## config.mk

```make
export PLATFORM = sky130hd
export DESIGN_NAME = exec_seq
export DESIGN_NICKNAME = d
export VERILOG_FILES = /design/src/rtl/exec_seq.sv
export SDC_FILE = /design/constraint.sdc
export NUM_CORES = 1
export LEC_CHECK = 0
export ABC_AREA = 1
export BUFFER_PORTS_ARGS = -buffer_cell sky130_fd_sc_hd__buf_2
export CORE_AREA = 2 2 130 69
export DETAILED_ROUTE_END_ITERATION = 12
export DIE_AREA = 0 0 132 71
export PLACE_DENSITY = 0.74
export SYNTH_ARGS = -nofsm -noshare
export SYNTH_HDL_FRONTEND = slang
export SYNTH_SLANG_ARGS = --single-unit
```

## constraint.sdc

```tcl
create_clock -name clk -period 1.4 [get_ports clk]
set_input_delay 0 -clock clk [delete_from_list [all_inputs] [get_ports clk]]
set_output_delay 0 -clock clk [all_outputs]
set_load 0.1 [all_outputs]
```

## src/rtl/exec_seq.sv

```systemverilog
// Multi-cycle operand sequencer: reads two RAM operands, drives an ALU of configurable
// latency and writes the result back. Define EXEC_SEQ_FLAGS_EN for the zero flag and compare opcode.
module exec_seq #(
    parameter int DW = 16,
    parameter int AW = 4,
    parameter int OPW = 4,
    parameter int ALU_LAT = 1,
    parameter logic [OPW-1:0] LDI_OP = 4'b0111,
    parameter logic [OPW-1:0] CMP_OP = 4'b1111
) (
    input  logic           clk,
    input  logic           rst,
    input  logic           start,
    input  logic [OPW-1:0] opcode,
    input  logic [AW-1:0]  op1,
    input  logic [DW-1:0]  op2,
    input  logic [DW-1:0]  memdat,
    input  logic [DW-1:0]  aluout,
    output logic [DW-1:0]  aluop1,
    output logic [DW-1:0]  aluop2,
    output logic [OPW-1:0] aluopcode,
    output logic [AW-1:0]  address,
    output logic [DW-1:0]  datout,
    output logic           rw,
    output logic           cs,
    output logic           busy,
    output logic           done,
    output logic           zflag
);

    typedef enum logic [2:0] {
        S_IDLE, S_RDA, S_RDB, S_CAPB, S_EXEC, S_WB, S_LDI, S_DONE
    } state_t;

    localparam logic [3:0] LAT_M1 = 4'(ALU_LAT - 1);

    state_t         r_state, w_stateNext;
    logic [OPW-1:0] r_opcode, w_opcode;
    logic [AW-1:0]  r_op1, w_op1;
    logic [AW-1:0]  r_opB, w_opB;
    logic [3:0]     r_cnt, w_cnt;
    logic [DW-1:0]  r_aluop1, w_aluop1;
    logic [DW-1:0]  r_aluop2, w_aluop2;
    logic [OPW-1:0] r_aluopcode, w_aluopcode;
    logic [AW-1:0]  r_address, w_address;
    logic [DW-1:0]  r_datout, w_datout;
    logic           r_rw, w_rw;
    logic           r_cs, w_cs;
    logic           r_busy, w_busy;
    logic           r_done, w_done;
    logic           r_zflag, w_zflag;

    // Every output is computed one cycle ahead so it is valid for the whole state it belongs to.
    always_comb begin
        w_stateNext = r_state;
        w_opcode    = r_opcode;
        w_op1       = r_op1;
        w_opB       = r_opB;
        w_cnt       = r_cnt;
        w_aluop1    = r_aluop1;
        w_aluop2    = r_aluop2;
        w_aluopcode = r_aluopcode;
        w_address   = r_address;
        w_datout    = r_datout;
        w_rw        = r_rw;
        w_cs        = r_cs;
        w_busy      = r_busy;
        w_done      = 1'b0;
        w_zflag     = r_zflag;

        case (r_state)
            S_IDLE: begin
                w_cs   = 1'b0;
                w_rw   = 1'b1;
                w_busy = 1'b0;
                if (start) begin
                    w_opcode  = opcode;
                    w_op1     = op1;
                    w_opB     = op2[AW-1:0];
                    w_busy    = 1'b1;
                    w_address = op1;
                    w_cs      = 1'b1;
                    if (opcode == LDI_OP) begin
                        w_datout    = op2;
                        w_rw        = 1'b0;
                        w_stateNext = S_LDI;
                    end else begin
                        w_rw        = 1'b1;
                        w_stateNext = S_RDA;
                    end
                end
            end
            S_RDA: begin
                w_address   = r_opB;
                w_cs        = 1'b1;
                w_rw        = 1'b1;
                w_stateNext = S_RDB;
            end
            S_RDB: begin
                w_aluop1    = memdat;
                w_cs        = 1'b0;
                w_stateNext = S_CAPB;
            end
            S_CAPB: begin
                w_aluop2    = memdat;
                w_aluopcode = r_opcode;
                w_cnt       = LAT_M1;
                w_stateNext = S_EXEC;
            end
            S_EXEC: begin
                if (r_cnt == 4'd0) begin
`ifdef EXEC_SEQ_FLAGS_EN
                    w_zflag = (aluout == '0);
                    if (r_opcode == CMP_OP) begin
                        w_done      = 1'b1;
                        w_stateNext = S_DONE;
                    end else begin
                        w_datout    = aluout;
                        w_address   = r_op1;
                        w_cs        = 1'b1;
                        w_rw        = 1'b0;
                        w_stateNext = S_WB;
                    end
`else
                    w_datout    = aluout;
                    w_address   = r_op1;
                    w_cs        = 1'b1;
                    w_rw        = 1'b0;
                    w_stateNext = S_WB;
`endif
                end else begin
                    w_cnt = r_cnt - 4'd1;
                end
            end
            S_WB, S_LDI: begin
                w_cs        = 1'b0;
                w_rw        = 1'b1;
                w_done      = 1'b1;
                w_stateNext = S_DONE;
            end
            S_DONE: begin
                w_cs        = 1'b0;
                w_rw        = 1'b1;
                w_busy      = 1'b0;
                w_stateNext = S_IDLE;
            end
            default: begin
                w_cs        = 1'b0;
                w_rw        = 1'b1;
                w_busy      = 1'b0;
                w_stateNext = S_IDLE;
            end
        endcase
    end

    // Asynchronous reset releases the RAM at once so an aborted write never lands.
    always_ff @(posedge clk or negedge rst) begin
        if (!rst) begin
            r_state     <= S_IDLE;
            r_opcode    <= '0;
            r_op1       <= '0;
            r_opB       <= '0;
            r_cnt       <= '0;
            r_aluop1    <= '0;
            r_aluop2    <= '0;
            r_aluopcode <= '0;
            r_address   <= '0;
            r_datout    <= '0;
            r_rw        <= 1'b1;
            r_cs        <= 1'b0;
            r_busy      <= 1'b0;
            r_done      <= 1'b0;
            r_zflag     <= 1'b0;
        end else begin
            r_state     <= w_stateNext;
            r_opcode    <= w_opcode;
            r_op1       <= w_op1;
            r_opB       <= w_opB;
            r_cnt       <= w_cnt;
            r_aluop1    <= w_aluop1;
            r_aluop2    <= w_aluop2;
            r_aluopcode <= w_aluopcode;
            r_address   <= w_address;
            r_datout    <= w_datout;
            r_rw        <= w_rw;
            r_cs        <= w_cs;
            r_busy      <= w_busy;
            r_done      <= w_done;
            r_zflag     <= w_zflag;
        end
    end

    assign aluop1    = r_aluop1;
    assign aluop2    = r_aluop2;
    assign aluopcode = r_aluopcode;
    assign address   = r_address;
    assign datout    = r_datout;
    assign rw        = r_rw;
    assign cs        = r_cs;
    assign busy      = r_busy;
    assign done      = r_done;
    assign zflag     = r_zflag;

endmodule

```

[Yosys cells after proc, flatten, opt, wreduce, memory -nomap -nowiden]
Cells that the tools add are included.
Word-level totals
  register bits: 79
  memories: 0
  ROM bits: 0
  bits of input ports: 59
  latch bits: 0
  memory bits (writable): 0
  output and inout bits: 61
Operators by class
  shift-type cells: 0
  reduce and logical (&&, ||, !) cells: 18
  multipliers: 0
  bitwise logic cells: 0
  muxes and demuxes: 22
  divide/modulo/power cells: 0
  $lt $le $gt $ge: 0
  add/subtract/negate cells: 1
  eq/ne operators: 12
Operators with widths (number)
  $mux 16: 3
  $pmux 16 s2: 1
  $pmux 3 s7: 1
  $eq 3x3->1 const B: 4
  $mux 4: 3
  $pmux 4 s3: 1
  $reduce_and 2->1: 5
  $mux 3: 3
  $ne 2x2->1 const B: 4
  $pmux 4 s2: 1
  $reduce_or 4->1: 2
  $eq 3x2->1 const B: 2
  $mux 1: 6
  $reduce_bool 2->1: 3
  $reduce_bool 3->1: 2
  $eq 4x3->1 const B: 1
  $logic_not 4->1: 1
  $pmux 1 s4: 1
  $reduce_and 4->1: 1
  $reduce_bool 4->1: 1
  $sub 4x1->4 const B: 1
  $eq 3x1->1 const B: 1
  $logic_not 3->1: 1
  $pmux 1 s3: 1
  other kinds (3): 3

[Logic depth before layout (Yosys ltp)]
Gate-level depths: netlist of the first run.
  word-level depth: 4
  mapped depth: 9
  mapped depth without buffers: 8

[Least setup slack after synthesis of the first run]
Ideal clock, no wire load.
  path type: reg-to-reg
  start: register r_state[0]
  end: register r_datout[0] (netlist: datout[0])
  data required time: 1278 ps
  stages on the path, launching flop included: 9
  setup time: 122 ps
  setup slack: -23 ps
  buffers on the path: 2
  arrival time: 1301 ps
  clock period less this slack: 1423 ps
  cell sequence: dfrtp_1 -> buf_6 -> nor2_4 -> nand3_1 -> nand2_4 -> nand3_4 -> buf_6 -> nand2_1 -> nand2_1
On the way
  word-level cells in the longest chain between the ends: 3
  elaborated cells between the ends (all ways): 8
Ends and longest elaborated chain
  from (decl): RTL line 37  | state_t r_state, w_stateNext;
  from (signal assigned): RTL line 175  | r_state <= w_stateNext;
  $eq 3x3->1 / $logic_not 3->1 (equally long branches): RTL line 71  | case (r_state)
  $ne 2x2->1 (no line) / $reduce_bool 2->1 (equally long branches)
  $reduce_and 4->1 (no line)
  to (signal assigned): RTL line 184  | r_datout <= w_datout;
  to (decl): RTL line 46  | logic [DW-1:0] r_datout, w_datout;
Several ways; a longest one is shown, not always the timed one.
A chain may end at the register's enable or synchronous reset.

[Final worst setup path of the first run]
  start: register r_state[1]
  end: register r_datout[15] (netlist: datout[15])
Same word-level chain as after synthesis.

==> results.sh, run 1 <==
export IMPL_fillers=716
export IMPL_yosysTopAreaCell="dfrtp_1"
export IMPL_htreeDepth=3
export IMPL_drtPass1Iterations=5
export IMPL_cp_end_kind="flip-flop"
export IMPL_clk_pin_slew_ns=0.06
export IMPL_final_cells=748
export IMPL_synth_nets=494
export IMPL_netlist_area_mm2=0.003606
export IMPL_slew_violations=0
export IMPL_dp_cells=676
export IMPL_place_hpwl_um=6930
export IMPL_fin_crit_ns=1.483
export IMPL_worstHoldPathCells=5
export IMPL_viasPerCell=4.786
export IMPL_hold_viol=0
export IMPL_timing_final_ws_setup_ns=-0.08262
export IMPL_mostFrequentLayoutCell="nand2_1"
export IMPL_synth_seq_cells=79
export IMPL_tritoncts_num_buffers=9
export IMPL_most_common_layout_cells="nand2_1, buf_2, dfrtp_1"
export IMPL_io_buffers=118
export IMPL_cap_violations=0
export IMPL_critPathKind="flip-flop to flip-flop"
export IMPL_area_growth_pct=50.49
export IMPL_path_max_fanout=16
export IMPL_fp_row_count=24
export IMPL_crit_required_ns=1.62
export IMPL_multi_input_area_mm2=0.001470
export IMPL_async_flop_share_pct=100.0
export IMPL_design_area_mm2=0.005426
export IMPL_setup_viol_count_final=17
export IMPL_hold_path_class="primary input to flip-flop"
export IMPL_ys_types=26
export IMPL_status="finished, violations left"
export IMPL_antenna_found_initial=0
export IMPL_synth_edff_count=0
export IMPL_drc=0
export IMPL_clk_insertion_delay_late_ns=0.33
export IMPL_layout_nets=688
export IMPL_rsz0062_at_grt="yes"
export IMPL_cts_tree="yes"
export IMPL_synthTopCellsByArea="dfrtp_1, nand2_1, nand3_1, o21ai_0, inv_1"
export IMPL_layout_drive_gt1_share_pct=32.49
export IMPL_num_antenna_cells=0
export IMPL_ys_seq_area_share_pct=54.86
export IMPL_syn_avg_cell_area_um2=8.328
export IMPL_cts_path_max_buffers=2
export IMPL_finClkSkew_ns=0.008112
export IMPL_grt_pass1_vias=3494
export IMPL_grt_overflow_total=0
export IMPL_grt_pass1_wl_um=16850
export IMPL_yosys_warnings=0
export IMPL_grt_start_max_net_pins=36
export IMPL_synthCells=433
export IMPL_crit_path_start_kind="flip-flop"
export IMPL_pin_count=120
export IMPL_arrival_ns=1.70
export IMPL_dieArea_mm2=0.009372
export IMPL_initial_core_util_pct=43.35
export IMPL_core_mm2=0.008318
export IMPL_die_w_um=132
export IMPL_antenna_left=0
export IMPL_gp_congestion=0.8564
export IMPL_cts_sinks=79
export IMPL_violations="negative setup slack"
export IMPL_routed_wl_um=10310
export IMPL_wl_per_cell_um=13.78
export IMPL_drt_initial_drc_count=314
export IMPL_placed_area_mm2=0.004459
export IMPL_regArea_mm2=0.001982
export IMPL_reg2reg_depth=8
export IMPL_vias=3580
export IMPL_finalCritPeriodShare_pct=105.9
export IMPL_max_clock_freq_ghz=0.6745
export IMPL_ys_flop_type="dfrtp_1"
export IMPL_cts_root_buf="clkbuf_16"
export IMPL_die_h_um=71
export IMPL_track_usage_pct=22.66
export IMPL_yosysTopAreaCellShare_pct=54.13
[metrics by stage]
step | hold slack (ns) | util, % | TNS, ns | setup WS [ns]
after floorplan | -0.2956 | - | 0 | 0.03314
after global placement | -0.01129 | 53.61 | 0 | 0.01336
after detailed placement | -0.008251 | 53.61 | -0.3047 | -0.02938
after CTS | 0.002019 | 63.51 | 0 | 0.003530
after global routing | 0.04159 | 65.24 | -2.716 | -0.1443
final | 0.01374 | 65.24 | -0.9707 | -0.08262
[routing by layer]
| metal | GRT usage [%] | vias up | part of all wire [%] |
|---|---|---|---|
| li1 | - | 1755 | - |
| met1 | 30.66 | 1708 | 47 |
| met2 | 36.40 | 111 | 48 |
| met3 | 6.165 | 6 | 4.8 |
| met4 | 6.280 | 0 | 0.54 |
| met5 | 0 | - | 0 |
[state kept, by name (all words and copies together) (netlist names)]
signal	flops
address	4
aluop1	16
aluop2	16
aluopcode	4
busy	1
cs	1
datout	16
done	1
r_cnt	4
r_op1	4
r_opB	4
r_opcode	4
r_state	3
rw	1
[cell type report]
type	count	share of cell area, %
Clock buffer	14	4.496
Multi-Input combinational cell	305	27.09
Tap cell	117	2.698
Inverter	31	2.190
Timing Repair Buffer	201	26.45
Sequential cell	79	36.52
Clock inverter	1	0.5534
[worst max-delay path, stage by stage, from the launching register on]
cell and delay [ns]:
dfrtp_2 0.45, nor2_4 0.24, buf_6 0.14, nand3b_4 0.12, inv_2 0.10, nor2_4 0.04, buf_12 0.14, nand3_1 0.08
nand2_1 0.06
[timing repair]
item,CTS,global route
pin swaps,6,23
endpoints found under the setup margin,24,58
hold buffers,44,0
cloned,1,0
hold endpoints to repair,103,0
buffers inserted,6,8
resized for setup,10,31
[worst paths after layout]
path / slack, ns / endpoint / from
max: -0.08 / datout[15] / r_state[1]
min: 0.01 / datout[2] / aluout[2]
max reg2reg: -0.08 / datout[15] / r_state[1]
min reg2reg: 0.46 / datout[3] / datout[3]
max in group asynchronous: 0.69 / aluop2[0] / rst
min in group asynchronous: 0.17 / cs / rst
[kinds of logic (layout without fill, tap and decap cells)]
kind of cell | after synthesis | after routing | synth area share [%]
adder cells (fa/ha/maj) | 2 | 2 | 0.6939
buffers and inverters | 50 | 247 | 6.939
XOR/XNOR | 1 | 1 | 0.2429
flip-flops | 79 | 79 | 54.86
other | 1 | 1 | 0.1040
AO/OA/AOI/OAI | 46 | 46 | 6.419
AND/OR/NAND/NOR | 254 | 255 | 30.74
[synthesized netlist by cell type (2+ instances only)]
cell and instances:
nand2_1 182, dfrtp_1 78, nand3_1 46, o21ai_0 41, inv_1 29, nor2_1 13, buf_2 6, buf_6 5
nor2_4 5, buf_4 4, clkbuf_1 4, a21oi_1 3, nand2_4 3, ha_1 2
Power of run 1 is not shown: default switching activity piles up to over one toggle a cycle in this logic, so the estimate is an artifact.
==> run 2, diff against run 1 <==
CORE_AREA = 2 2 149 78   (was 2 2 130 69)
DIE_AREA = 0 0 151 80   (was 0 0 132 71)
PLACE_DENSITY = not set   (was 0.74)
==> run 2 against run 1 <==
Net effect: the flow still finishes with violations (negative setup slack); flip-flop and latch count did not move; utilization fell by 14 points; hold slack worse by 0.0032 ns; clock-buffer cell count shrank 3; wire length up 4.7%; critical path depth stayed put; fmax grew 2.2%; clock skew decreased by 0.0034 ns.
==> results.sh, run 2 (synthesis gave the netlist of run 1 again) <==
export IMPL_clk_pin_slew_ns=0.06
export IMPL_grt_overflow_total=0
export IMPL_final_cells=778
export IMPL_place_hpwl_um=7337
export IMPL_cts_root_buf="clkbuf_16"
export IMPL_dp_cells=701
export IMPL_regArea_mm2=0.001982
export IMPL_initial_core_util_pct=33.57
export IMPL_vias=3579
export IMPL_drc=0
export IMPL_cp_top_family="simple AND/OR/NAND/NOR gates"
export IMPL_viasPerCell=4.600
export IMPL_core_mm2=0.01074
export IMPL_multi_input_area_mm2=0.001471
export IMPL_finClkSkew_ns=0.004707
export IMPL_max_clock_freq_ghz=0.6893
export IMPL_clk_insertion_delay_late_ns=0.33
export IMPL_track_usage_pct=17.79
export IMPL_wl_per_cell_um=13.87
export IMPL_status="finished, violations left"
export IMPL_mostFrequentLayoutCell="nand2_1"
export IMPL_die_w_um=151
export IMPL_cap_violations=0
export IMPL_routed_wl_um=10790
export IMPL_crit_path_start_kind="flip-flop"
export IMPL_hold_path_class="primary input to flip-flop"
export IMPL_tns_ns=-0.3557
export IMPL_pin_count=120
export IMPL_area_growth_pct=54.06
export IMPL_layout_nets=689
export IMPL_antenna_left=0
export IMPL_finalCritPeriodShare_pct=103.6
export IMPL_fp_row_count=27
export IMPL_drt_initial_drc_count=283
export IMPL_fillers=1019
export IMPL_crit_required_ns=1.62
export IMPL_num_antenna_cells=0
export IMPL_grt_pass1_wl_um=16530
export IMPL_critPathSlowestCell="dfrtp_2"
export IMPL_violations="negative setup slack"
export IMPL_arrival_ns=1.67
export IMPL_dieArea_mm2=0.01208
export IMPL_htreeDepth=3
export IMPL_grt_start_max_net_pins=39
export IMPL_setup_viol_count_final=18
export IMPL_die_h_um=80
export IMPL_crit_top_cell="nor2_4"
export IMPL_path_buf_inv=3
export IMPL_hold_viol=0
export IMPL_cpPeakStageDelay_ns=0.44
export IMPL_cts_path_max_buffers=2
export IMPL_drtPass1Iterations=5
export IMPL_gp_congestion=0.7997
export IMPL_cts_tree="yes"
export IMPL_layout_drive_gt1_share_pct=32.86
export IMPL_timing_final_ws_setup_ns=-0.05067
export IMPL_path_max_fanout=16
export IMPL_critPathKind="flip-flop to flip-flop"
export IMPL_grt_pass1_vias=3300
export IMPL_rsz0062_at_grt="yes"
export IMPL_antenna_found_initial=0
export IMPL_cp_end_kind="flip-flop"
export IMPL_io_buffers=118
export IMPL_tritoncts_num_buffers=9
export IMPL_slew_violations=0
export IMPL_cts_sinks=79
export IMPL_fin_crit_ns=1.451
export IMPL_most_common_layout_cells="nand2_1, buf_2, dfrtp_1"
export IMPL_path_cells="nor2_4 > buf_6 > nand3b_4 > inv_2 > nor2_4 > buf_12 > nand3_1 > nand2_1"
[run 2: timing repair]
item	in CTS	in global routing
endpoints found under the setup margin	26	56
pin swaps	9	8
gates resized for setup	10	23
gates cloned	1	2
hold buffers	47	0
hold endpoints to repair	111	0
buffers inserted	5	8
[run 2: stage by stage]
stage	worst slack, ns	hold WS [ns]	util [%]	area (µm²)
6_report	-0.05067	0.01056	51.71	5555
5_1_grt	-0.09259	0.01672	51.71	5555
4_1_cts	-0.01554	0.0008117	50.14	5386
3_5_place_dp	-0.1329	-0.006540	41.74	4484
3_3_place_gp	-0.03617	-0.007004	41.74	4484
2_1_floorplan	0.03314	-0.2956	-	3611
[run 2: worst min-delay path, delay by kind of cell]
kind                   cells  cell delay, ns
buffers and inverters      1            0.07
AND/OR/NAND/NOR            4            0.23
[run 2: final cells by class]
class | instances | area share (%)
clock buffers | 11 | 4.550
clock inverters | 5 | 1.441
inverters | 31 | 2.185
flip-flops and latches | 79 | 35.68
well taps | 145 | 3.266
repair buffers | 202 | 26.40
multi-input cells | 305 | 26.49
[run 2: final timing paths]
| check | start | endpoint | slack (ns) | cells past startpoint |
|---|---|---|---|---|
| max | r_state[0] | datout[5] | -0.05 | 8 |
| min | aluout[9] | datout[9] | 0.01 | 5 |
| max reg2reg | r_state[0] | datout[5] | -0.05 | 8 |
| min reg2reg | datout[4] | datout[4] | 0.47 | 2 |
| max in group asynchronous | rst | r_cnt[1] | 0.67 | 3 |
| min in group asynchronous | rst | aluop2[12] | 0.18 | 2 |
[run 2: routing by layer]
| layer | GRT usage (%) | part of all wire (%) | up-vias |
|---|---|---|---|
| li1 | - | - | 1757 |
| met1 | 25.51 | 50 | 1695 |
| met2 | 26.68 | 43 | 110 |
| met3 | 4.400 | 4.9 | 17 |
| met4 | 4.953 | 1.4 | 0 |
| met5 | 0 | 0 | - |
Power of run 2 is left out for the same reason.
